### config.mk
export PLATFORM = sky130hd
export DESIGN_NAME = usart_word_tx
export DESIGN_NICKNAME = d
export VERILOG_FILES = /design/src/rtl/usart_word_tx.sv
export SDC_FILE = /design/constraint.sdc
export NUM_CORES = 1
export LEC_CHECK = 0
export CORE_UTILIZATION = 56
export DETAILED_ROUTE_END_ITERATION = 16
export PLACE_DENSITY = 0.79
export SYNTH_ARGS = -nofsm -noshare
export SYNTH_HDL_FRONTEND = slang
export SYNTH_SLANG_ARGS = --single-unit
### constraint.sdc
create_clock -name CLK -period 2.75 [get_ports CLK]
set_clock_uncertainty 0.05 [all_clocks]
set_input_delay 0.55 -clock CLK [delete_from_list [all_inputs] [get_ports CLK]]
set_output_delay 0.55 -clock CLK [all_outputs]
set_load 0.01 [all_outputs]
### src/rtl/usart_word_tx.sv
// Word-level UART transmitter: sends a 32-bit word as four frames, MSB byte first.
// Frame = start, 8 data bits LSB-first, optional parity, stop; optional idle gap between bytes.
module usart_word_tx #(
   parameter int unsigned CLKS_PER_BIT = 5208,
   parameter bit          PARITY_EN    = 1'b1,
   parameter bit          PARITY_ODD   = 1'b0,
   parameter int unsigned GAP_BITS     = 1
) (
   input  logic        CLK,
   input  logic        CLR,
   input  logic [31:0] Data_Tx,
   input  logic        Load,
   output logic        Ready,
   output logic        Tx,
   output logic        Busy,
   output logic        Byte_Done,
   output logic        Word_Done
);

   localparam int unsigned    BW        = (CLKS_PER_BIT > 2) ? $clog2(CLKS_PER_BIT) : 1;
   localparam logic [BW-1:0]  BAUD_LAST = BW'(CLKS_PER_BIT - 1);
   localparam logic [3:0]     GAP_LAST  = 4'(GAP_BITS - 1);

   typedef enum logic [2:0] {
      S_IDLE   = 3'd0,
      S_START  = 3'd1,
      S_DATA   = 3'd2,
      S_PARITY = 3'd3,
      S_STOP   = 3'd4,
      S_GAP    = 3'd5
   } state_t;

   function automatic logic parity_of(input logic [7:0] b);
      return (^b) ^ PARITY_ODD;
   endfunction

   state_t        state_q, state_d;
   logic [BW-1:0] baud_q, baud_d;
   logic [2:0]    bit_q, bit_d;
   logic [1:0]    byte_q, byte_d;
   logic [3:0]    gap_q, gap_d;
   logic [31:0]   shift_q, shift_d;
   logic          tx_q, tx_d;
   logic          stop_end_q, stop_end_d;
   logic          last_q, last_d;
   logic          byte_done_q, byte_done_d;
   logic          word_done_q, word_done_d;
   logic          ready_q, ready_d;

   logic          accept_s;
   logic          bit_end_s;
   logic [7:0]    cur_byte_s;

   // Sequencer state and the serial line are computed one cycle apart, so the line
   // and the done pulses trail the state register by exactly one clock.
   always_comb begin
      state_d     = state_q;
      baud_d      = baud_q;
      bit_d       = bit_q;
      byte_d      = byte_q;
      gap_d       = gap_q;
      shift_d     = shift_q;
      stop_end_d  = 1'b0;
      last_d      = 1'b0;
      ready_d     = ready_q;
      accept_s    = Load & ready_q;
      bit_end_s   = (baud_q == BAUD_LAST);
      cur_byte_s  = shift_q[31:24];

      if (state_q == S_IDLE) begin
         baud_d = {BW{1'b0}};
      end else if (bit_end_s) begin
         baud_d = {BW{1'b0}};
      end else begin
         baud_d = baud_q + BW'(1);
      end

      case (state_q)
         S_IDLE: begin
            if (accept_s) begin
               state_d = S_START;
               shift_d = Data_Tx;
               byte_d  = 2'd0;
               bit_d   = 3'd0;
               gap_d   = 4'd0;
            end else begin
               state_d = S_IDLE;
            end
         end
         S_START: begin
            if (bit_end_s) begin
               state_d = S_DATA;
               bit_d   = 3'd0;
            end else begin
               state_d = S_START;
            end
         end
         S_DATA: begin
            if (bit_end_s && (bit_q == 3'd7)) begin
               state_d = PARITY_EN ? S_PARITY : S_STOP;
            end else if (bit_end_s) begin
               bit_d = bit_q + 3'd1;
            end else begin
               state_d = S_DATA;
            end
         end
         S_PARITY: begin
            if (bit_end_s) begin
               state_d = S_STOP;
            end else begin
               state_d = S_PARITY;
            end
         end
         S_STOP: begin
            if (bit_end_s) begin
               stop_end_d = 1'b1;
               last_d     = (byte_q == 2'd3);
               if (byte_q == 2'd3) begin
                  state_d = S_IDLE;
               end else begin
                  shift_d = {shift_q[23:0], 8'h00};
                  byte_d  = byte_q + 2'd1;
                  gap_d   = 4'd0;
                  state_d = (GAP_BITS > 0) ? S_GAP : S_START;
               end
            end else begin
               state_d = S_STOP;
            end
         end
         S_GAP: begin
            if (bit_end_s && (gap_q == GAP_LAST)) begin
               state_d = S_START;
               gap_d   = 4'd0;
            end else if (bit_end_s) begin
               gap_d = gap_q + 4'd1;
            end else begin
               state_d = S_GAP;
            end
         end
         default: begin
            state_d = S_IDLE;
         end
      endcase

      // Ready drops at acceptance and returns together with Word_Done.
      if (accept_s) begin
         ready_d = 1'b0;
      end else if (stop_end_q && last_q) begin
         ready_d = 1'b1;
      end else begin
         ready_d = ready_q;
      end
   end

   // Line level and done pulses derived from the previous-cycle sequencer state.
   always_comb begin
      tx_d        = 1'b1;
      byte_done_d = stop_end_q;
      word_done_d = stop_end_q & last_q;
      case (state_q)
         S_START:  tx_d = 1'b0;
         S_DATA:   tx_d = cur_byte_s[bit_q];
         S_PARITY: tx_d = parity_of(cur_byte_s);
         default:  tx_d = 1'b1;
      endcase
   end

   // State and output registers; CLR aborts any frame in progress.
   always_ff @(posedge CLK or posedge CLR) begin
      if (CLR) begin
         state_q     <= S_IDLE;
         baud_q      <= {BW{1'b0}};
         bit_q       <= 3'd0;
         byte_q      <= 2'd0;
         gap_q       <= 4'd0;
         shift_q     <= 32'h0000_0000;
         tx_q        <= 1'b1;
         stop_end_q  <= 1'b0;
         last_q      <= 1'b0;
         byte_done_q <= 1'b0;
         word_done_q <= 1'b0;
         ready_q     <= 1'b1;
      end else begin
         state_q     <= state_d;
         baud_q      <= baud_d;
         bit_q       <= bit_d;
         byte_q      <= byte_d;
         gap_q       <= gap_d;
         shift_q     <= shift_d;
         tx_q        <= tx_d;
         stop_end_q  <= stop_end_d;
         last_q      <= last_d;
         byte_done_q <= byte_done_d;
         word_done_q <= word_done_d;
         ready_q     <= ready_d;
      end
   end

   assign Tx        = tx_q;
   assign Ready     = ready_q;
   assign Busy      = ~ready_q;
   assign Byte_Done = byte_done_q;
   assign Word_Done = word_done_q;

endmodule

==> run metrics, run 1 <==
top-area cell type share of the netlist area=between 40% and 50%; Port Buf Inserts=39; Worst setup startpoint=baud_q[9]; Die Y=around 80 um; number of synthesized flops with an enable pin=0; DR pass1 iterations=6; CTS root buffer=clkbuf_8; pre-CTS setup slack=between 300 and 400 ps; min Tclk post-route=approximately 2300 ps; Least-Margin Pin Slew=about 550 ps; H-tree levels=3; Sum Neg Setup Slack=0 ps; maxcap violations=0; post-synth top area cell=dfrtp_1; Final Setup Violations=0; top cells by area, synth=dfrtp_1 45%, mux2_2 9.6%, mux2_4 9.3%; area of the core=roughly 5700 um^2; Antenna Cells=0; cell count after synthesis=between 200 and 300; power per cell area=431 nW/um^2; Ports=40; relative slew slack=63.4%; vias in the first global route=~2400; Post-CTS Setup Bufs=0; Die W=79.8 um; via count=between 2000 and 2500; first-pass GRT wire length=between 10000 and 15000 um; Peak supply drop=~0.33 mV; Final Max Slew Viols=0; Layout Nets=377; Clock Latency Late Sink=roughly 320 ps; CTS tree=built; Worst EP arrival=2500 ps; largest net degree at the start of global routing=64; Final ANT Viol Nets=0; Worst Hold Launch=byte_done_d; Post-CTS Hold Buffers=0; register area share after synthesis=46.6%; Yosys warnings=0; DRC=0; area of the multi-input gates=around 1600 um^2; Critical Path RT=approximately 2900 ps; CP Class=reg -> reg; CTS Buffer Depth=2; Final Routed Wirelength=around 6000 um; Post-Syn Area per Cell=approximately 12 um^2; reg2reg start=baud_q[9]; CTS buffer count=9; Synth Register Bits=63; Post-synth top flop=dfrtp_1; status=finished, final reports clean; Startpoint Class=flip-flop; worst setup margin=slightly above 400 ps; via density per instance=roughly 5.5; clk sinks=63; fin crit share=between 80% and 90%; all-layer global routing usage=around 22%; Initial Util=between 50% and 60%; clock slew at reported path FFs=~70 ps; critical path peak fanout=32; Die ar.=about 6400 um^2; Initial DRC Count=around 160; Mapped Area=roughly 3400 um^2; HP Class=reg -> reg; row count=27; Fillers=about 400; Post-synth ARST share=between 90% and 100%; GP Congestion=0.799; Leakage=around 0.0019 uW; post-synth cell types=49; WL/cell=between 10 and 15 um; Overflow after GRT=0; # resized after CTS=0; final hold vios=0; antenna violations before repair=0; DP HPWL=4210 um; Layout area overhead=18.3%; layout cells sized above 1=24.3%; RSZ-0062 raised after global routing=false; Worst setup EP type=flip-flop; syn_nets=330; max frequency=around 0.43 GHz; worst hold slack=roughly 350 ps; FF/Latch Area=between 1500 and 2000 um^2
[sequential cells by signal (all words and copies together) (netlist names)]
| register | count |
|---|---|
| shift_q | 32 |
| baud_q | 13 |
| gap_q | 4 |
| bit_q | 3 |
| state_q | 3 |
| byte_q | 2 |
| Byte_Done | 1 |
| Ready | 1 |
| Tx | 1 |
| Word_Done | 1 |
| byte_done_d | 1 |
| last_q | 1 |
[Yosys cell counts, types with 2 or more instances]
cell	instances
dfstp_2	2
mux2i_1	11
or3_1	4
nand2b_1	2
nand2_1	26
clkbuf_1	7
and2_1	4
nor3_1	5
nor2_1	17
ha_1	6
nand4_1	4
mux2_4	21
xnor2_1	12
o21ai_0	6
mux4_2	2
nor4_1	2
nand3_1	7
o221ai_1	2
xor2_1	3
dfrtp_1	61
a21oi_1	5
mux2_2	29
o2bb2ai_1	3
buf_12	3
inv_1	21
[cells by family after synthesis]
family / after synthesis / synth area share (%)
muxes: 63 / 23.5
adders and majority gates: 6 / 2.21
and+or+nand+nor: 83 / 13.2
AOI/OAI and AO/OA: 26 / 5.31
xor gates and xnor gates: 15 / 3.87
DFF: 63 / 46.6
buffers and inverters: 33 / 5.35
[cell type report]
class | count | share of cell area, %
Multi-Input combinational cell | 193 | 40.7
Tap cell | 72 | 2.25
Clock buffer | 12 | 3.37
Inverter | 21 | 1.97
Timing Repair Buffer | 48 | 11.7
Sequential cell | 63 | 39.4
Clock inverter | 4 | 0.624
[critical path: stages (launching register included)]
cell and delay (ps):
dfrtp_1 450, nor4b_4 540, nand3_4 100, a221o_2 400, buf_4 290, mux2_4 360
[path summary, 6_finish.rpt]
check,to,slack (ps),cells past startpoint
worst max register to register,shift_q[24],410,5
worst max-delay path,shift_q[24],410,5
max in group asynchronous,Tx,1770,3
worst min-delay path,Byte_Done,350,0
min in group asynchronous,shift_q[7],550,3
worst min register to register,Byte_Done,350,0
[report_power, final]
part	switching (uW)	internal (uW)
combinational	41.8	79.5
clock	342	325
sequential	6.37	933
total	390	1340
[cells in the final DEF (no fill, tap or decap), drive strengths merged, types with 8 or more instances in the layout]
cell           count
dfrtp             61
mux2              50
clkdlybuf4s50     39
nand2             26
inv               21
nor2              17
xnor2             12
clkbuf            12
mux2i             11
buf                9
nand3              8
[routing by layer]
metal	vias to the layer above	share of wire [%]	track usage [%]
met5	-	0	0
met4	0	1.5	8.75
met3	11	2.9	4.11
met2	45	48	36.0
met1	1127	48	29.2
li1	1102	-	-
[stage by stage]
step	std cells	area (um^2)	power, uW	utilization [%]
after floorplan	289	3390	1010	-
after global routing	413	4010	1800	70.7
final	413	4010	1730	70.7
after CTS	413	4010	1740	70.7
after detailed placement	397	3850	1080	67.9
after global placement	397	3850	1080	67.9
No activity file was read; power rests on OpenSTA's default activity.
==> run 2: changes to the inputs <==
--- a/config.mk
+++ b/config.mk
@@ -6,8 +6,10 @@
 export NUM_CORES = 1
 export LEC_CHECK = 0
 export CORE_UTILIZATION = 56
+export CTS_CLUSTER_SIZE = 40
 export DETAILED_ROUTE_END_ITERATION = 16
 export PLACE_DENSITY = 0.79
+export REMOVE_ABC_BUFFERS = 1
 export SYNTH_ARGS = -nofsm -noshare
 export SYNTH_HDL_FRONTEND = slang
 export SYNTH_SLANG_ARGS = --single-unit
==> run 2 against run 1 <==
Largest power group unchanged. Sequential share of layout area is 0.17 points higher. Register-to-register slack better by 90 ps. Total power is 1.7% lower. Clock power is 4.2% lower.
==> run metrics, run 2 (same netlist as run 1, synthesis figures left out) <==
max frequency=0.445 GHz (was 0.427 GHz); WL/cell=14.4 um (was 14.7 um); fin crit share=81.8% (was 85.1%); pre-CTS setup slack=483 ps (was 386 ps); vias in the first global route=2254 (was 2368); Final Setup Violations=0 (unchanged); status=finished, final reports clean (unchanged); critical path peak fanout=34 (was 32); # resized after CTS=0 (unchanged); most frequent cells in the layout=61 x dfrtp_1, 39 x clkdlybuf4s50_1, 29 x mux2_2 (unchanged); Least-Margin Pin Slew=428 ps (was 548 ps); CP Class=reg -> reg (unchanged); Post-CTS Setup Bufs=0 (unchanged); Placed Cells=395 (was 397); DRC=0 (unchanged); Die W=79.8 um (unchanged); Initial Util=59.8% (unchanged); Antenna Cells=0 (unchanged); Layout area overhead=17.7% (was 18.3%); via count=2267 (was 2285); power per cell area=425 nW/um^2 (was 431 nW/um^2); Worst Hold Launch=byte_done_d (unchanged); relative slew slack=71.4% (was 63.4%); largest net degree at the start of global routing=46 (was 64); Worst EP arrival=2420 ps (was 2500 ps); Clock Latency Late Sink=340 ps (was 320 ps); GP Congestion=0.835 (was 0.799); min Tclk post-route=2250 ps (was 2340 ps); Worst setup EP type=flip-flop (unchanged); Overflow after GRT=0 (unchanged); Post-CTS Hold Buffers=0 (unchanged); CTS tree=built (unchanged); RSZ-0062 raised after global routing=false (unchanged); Layout Nets=375 (was 377); CTS Buffer Depth=2 (unchanged); Sum Neg Setup Slack=0 ps (unchanged); Final Max Slew Viols=0 (unchanged); first-pass GRT wire length=10700 um (unchanged); Port Buf Inserts=39 (unchanged); final hold vios=0 (unchanged); layout cells sized above 1=23.4% (was 24.3%); H-tree levels=3 (unchanged); Peak supply drop=0.318 mV (was 0.329 mV); maxcap violations=0 (unchanged); Total Power=1700 uW (was 1730 uW); Most flops, register=shift_q (unchanged); Leakage=0.00186 uW (about the same); Ports=40 (unchanged); Startpoint Class=flip-flop (unchanged); biggest regs=shift_q x32, baud_q x13, gap_q x4 (unchanged); area of the core=5680 um^2 (unchanged); Final Routed Wirelength=5870 um (was 6080 um); max reg flops=32 (unchanged); Die ar.=6370 um^2 (unchanged); Initial DRC Count=210 (was 159); Die Y=79.8 um (unchanged); all-layer global routing usage=22.4% (was 22.1%); CTS buffer count=9 (unchanged); HP Class=reg -> reg (unchanged); CTS root buffer=clkbuf_8 (unchanged); via density per instance=5.54 (was 5.53); DR pass1 iterations=4 (was 6); clk sinks=63 (unchanged); commonest non-fill, non-tap cell in the layout=dfrtp_1 (unchanged); DP HPWL=4090 um (was 4210 um); worst setup margin=501 ps (was 409 ps); flop-to-flop setup slack=500 ps (was 410 ps); Critical Path RT=2920 ps (was 2910 ps); antenna violations before repair=0 (unchanged); clock slew at reported path FFs=70 ps (about the same); fin cells=409 (was 413); reg2reg start=baud_q[0] (was baud_q[9]); Worst setup startpoint=baud_q[0] (was baud_q[9]); Final ANT Viol Nets=0 (unchanged); row count=27 (unchanged)
[run 2: cell count changes in the layout (fill, tap and decap cells not counted), sizes merged]
cell,change
clkinvlp,-2
buf,-2
[run 2: per-stage QoR]
stage	cell area, um^2	util, %	hold slack (ps)
floorplan	3290	-	297
global placement	3850	67.8	306
detailed placement	3850	67.8	311
CTS	3990	70.4	328
global route	3990	70.4	352
finish	3990	70.4	327
[run 2: per-layer routing]
layer	part of all wire, %	track usage, %
met5	0	0
met4	1.6	11.3
met3	4.2	4.46
met2	47	34.6
met1	47	30.0
[run 2: layout make-up]
class / instances / area (um^2)
Tap cell: 72 / 90.1
Timing Repair Buffer: 46 / 468
Clock inverter: 2 / 10.0
Inverter: 21 / 78.8
Sequential cell: 63 / 1580
Multi-Input combinational cell: 193 / 1630
Fill cell: 431 / 1680
Clock buffer: 12 / 135
[run 2: worst paths after layout]
check | end | cells past startpoint
hold / removal | Byte_Done | 0
setup / recovery | shift_q[14] | 6
setup reg to reg | shift_q[14] | 6
max in group asynchronous | baud_q[8] | 3
hold reg to reg | Byte_Done | 0
min in group asynchronous | baud_q[12] | 2
[run 2: worst max-delay path, cell delays in order, from the launching register on]
cell      delay [ps]
dfrtp_1          380
ha_1             210
and4bb_2         340
nand3_4          140
a221o_2          450
buf_12           200
mux2_4           320
[run 2: where the power goes]
part,switching [uW],internal (uW),leakage (uW)
clock,324,314,0.0000761
sequential,6.29,934,0.000806
combinational,40.5,79.3,0.000974
==> run 3: changes to the inputs <==
==> constraint.sdc (replaced) <==
create_clock -name CLK -period 2.3 [get_ports CLK]
set_clock_uncertainty 0.05 [all_clocks]
set_input_delay 0.46 -clock CLK [delete_from_list [all_inputs] [get_ports CLK]]
set_output_delay 0.46 -clock CLK [all_outputs]
set_load 0.01 [all_outputs]
==> run 3 against run 2 <==
Final cell count rose by 2.2%. Register-to-register slack got worse by 390 ps. Maximum frequency rose by 2.5%. Design area rose by 3.8%. Critical path depth did not move. Hold slack improved by 16 ps. Combinational power rose by 23%. Flip-flop and latch count did not move. First-iteration DRC count fell by 51%.
==> run metrics, run 3 (same netlist as run 1, synthesis figures left out) <==
crit path cell chain=ha_1, and4bb_2, nand3_4, a221o_2, buf_12, mux2_4 (unchanged); Fillers=403 (was 431); CP delay by family, top=simple AND/OR/NAND/NOR gates (unchanged); Post-CTS Hold Buffers=0 (unchanged); via density per instance=5.56 (was 5.54); worst reg2reg path depth=6 (unchanged); fin crit share=95.4% (was 81.8%); clock slew at reported path FFs=70 ps (about the same); Final ANT Viol Nets=0 (unchanged); layout cells sized above 1=26.3% (was 23.4%); CP max stage delay=420 ps (was 450 ps); power per cell area=592 nW/um^2 (was 425 nW/um^2); DRC=0 (unchanged); GP Congestion=0.784 (was 0.835); most frequent cells in the layout=61 x dfrtp_1, 39 x clkdlybuf4s50_1, 29 x mux2_2 (unchanged); Die ar.=6370 um^2 (unchanged); Port Buf Inserts=39 (unchanged); antenna violations before repair=0 (unchanged); area of the core=5680 um^2 (unchanged); Layout area overhead=22.2% (was 17.7%); Buf+Inv Stages, Crit Path=1 (unchanged); CTS buffer count=9 (unchanged); Least-Margin Pin Slew=417 ps (was 428 ps); # resized after CTS=0 (unchanged); Critical Path RT=2470 ps (was 2920 ps); maxcap violations=0 (unchanged); commonest non-fill, non-tap cell in the layout=dfrtp_1 (unchanged); critical path peak fanout=34 (unchanged); min Tclk post-route=2190 ps (was 2250 ps); Initial DRC Count=102 (was 210); final hold vios=0 (unchanged); Worst EP arrival=2360 ps (was 2420 ps); H-tree levels=3 (unchanged); vias in the first global route=2335 (was 2254); RSZ-0062 raised after global routing=false (unchanged); CP Class=reg -> reg (unchanged); Worst setup EP type=flip-flop (unchanged); CTS root buffer=clkbuf_8 (unchanged); Final Routed Wirelength=6280 um (was 5870 um); Peak supply drop=0.610 mV (was 0.318 mV); Leakage=0.00194 uW (was 0.00186 uW); CP Depth=6 (unchanged); Placed Area=3900 um^2 (was 3850 um^2); Die W=79.8 um (unchanged); CTS tree=built (unchanged); Ports=40 (unchanged); max reg flops=32 (unchanged); Final Max Slew Viols=0 (unchanged); Most flops, register=shift_q (unchanged); cell area after layout=4150 um^2 (was 3990 um^2); via count=2326 (was 2267); HP Class=reg -> reg (unchanged); first-pass GRT wire length=10800 um (was 10700 um); Final Setup Violations=0 (unchanged); hold path depth=0 (unchanged); WL/cell=15.0 um (was 14.4 um); Clock Latency Late Sink=340 ps (about the same); DP HPWL=4400 um (was 4090 um); DR pass1 iterations=4 (unchanged); CTS Buffer Depth=2 (unchanged); Startpoint Class=flip-flop (unchanged); Finished Core Util=73.1% (was 70.4%); crit path max-delay cell type=a221o_2 (unchanged); Initial Util=59.8% (unchanged); largest net degree at the start of global routing=35 (was 46); Antenna Cells=0 (unchanged); Die Y=79.8 um (unchanged); Post-CTS Setup Bufs=0 (unchanged); status=finished, final reports clean (unchanged); biggest regs=shift_q x32, baud_q x13, gap_q x4 (unchanged); clk sinks=63 (unchanged); relative slew slack=72.2% (was 71.4%); max frequency=0.456 GHz (was 0.445 GHz); row count=27 (unchanged); Layout Nets=382 (was 375); all-layer global routing usage=22.5% (was 22.4%); Overflow after GRT=0 (unchanged)
## run 3: where the power goes
group	total (uW)	switching [uW]	internal, uW
combinational	148	51.0	96.9
sequential	1120	8.45	1120
clock	1180	437	746
total	2450	497	1960
## run 3: layout make-up
type                            instances  area [um^2]  area share [%]
Sequential cell                        63         1580            38.1
Multi-Input combinational cell        193         1630            39.4
Tap cell                               72         90.1            2.17
Clock inverter                          6          108            2.60
Clock buffer                           10          138            3.32
Inverter                               21         78.8            1.90
Timing Repair Buffer                   53          520            12.6
## run 3: routing by layer
layer  up-vias  track usage (%)  wire (um)  part of all wire (%)
met4         0             8.93         82                   1.3
met1      1146             28.2       2830                    45
met3        11             5.71        217                   3.5
li1       1120                -          -                     -
met5         -                0          0                     0
met2        49             37.0       3150                    50
## run 3: path summary, 6_finish.rpt
check,slack [ps],startpoint,to
min in group asynchronous,350,CLR,byte_done_d
setup / recovery,110,baud_q[0],shift_q[25]
setup reg to reg,110,baud_q[0],shift_q[25]
max in group asynchronous,1230,CLR,Tx
hold / removal,340,byte_done_d,Byte_Done
hold reg to reg,340,byte_done_d,Byte_Done
## run 3: through the flow
step | setup TNS [ps] | instances | worst slack [ps] | total power [uW] | hold slack (ps)
floorplan | -33670 | 277 | -1090 | 1210 | 297
global placement | 0 | 402 | 198 | 1290 | 303
detailed placement | 0 | 402 | 146 | 1290 | 329
CTS | 0 | 418 | 127 | 2460 | 345
global route | 0 | 418 | 37.3 | 2530 | 362
finish | 0 | 418 | 107 | 2450 | 343
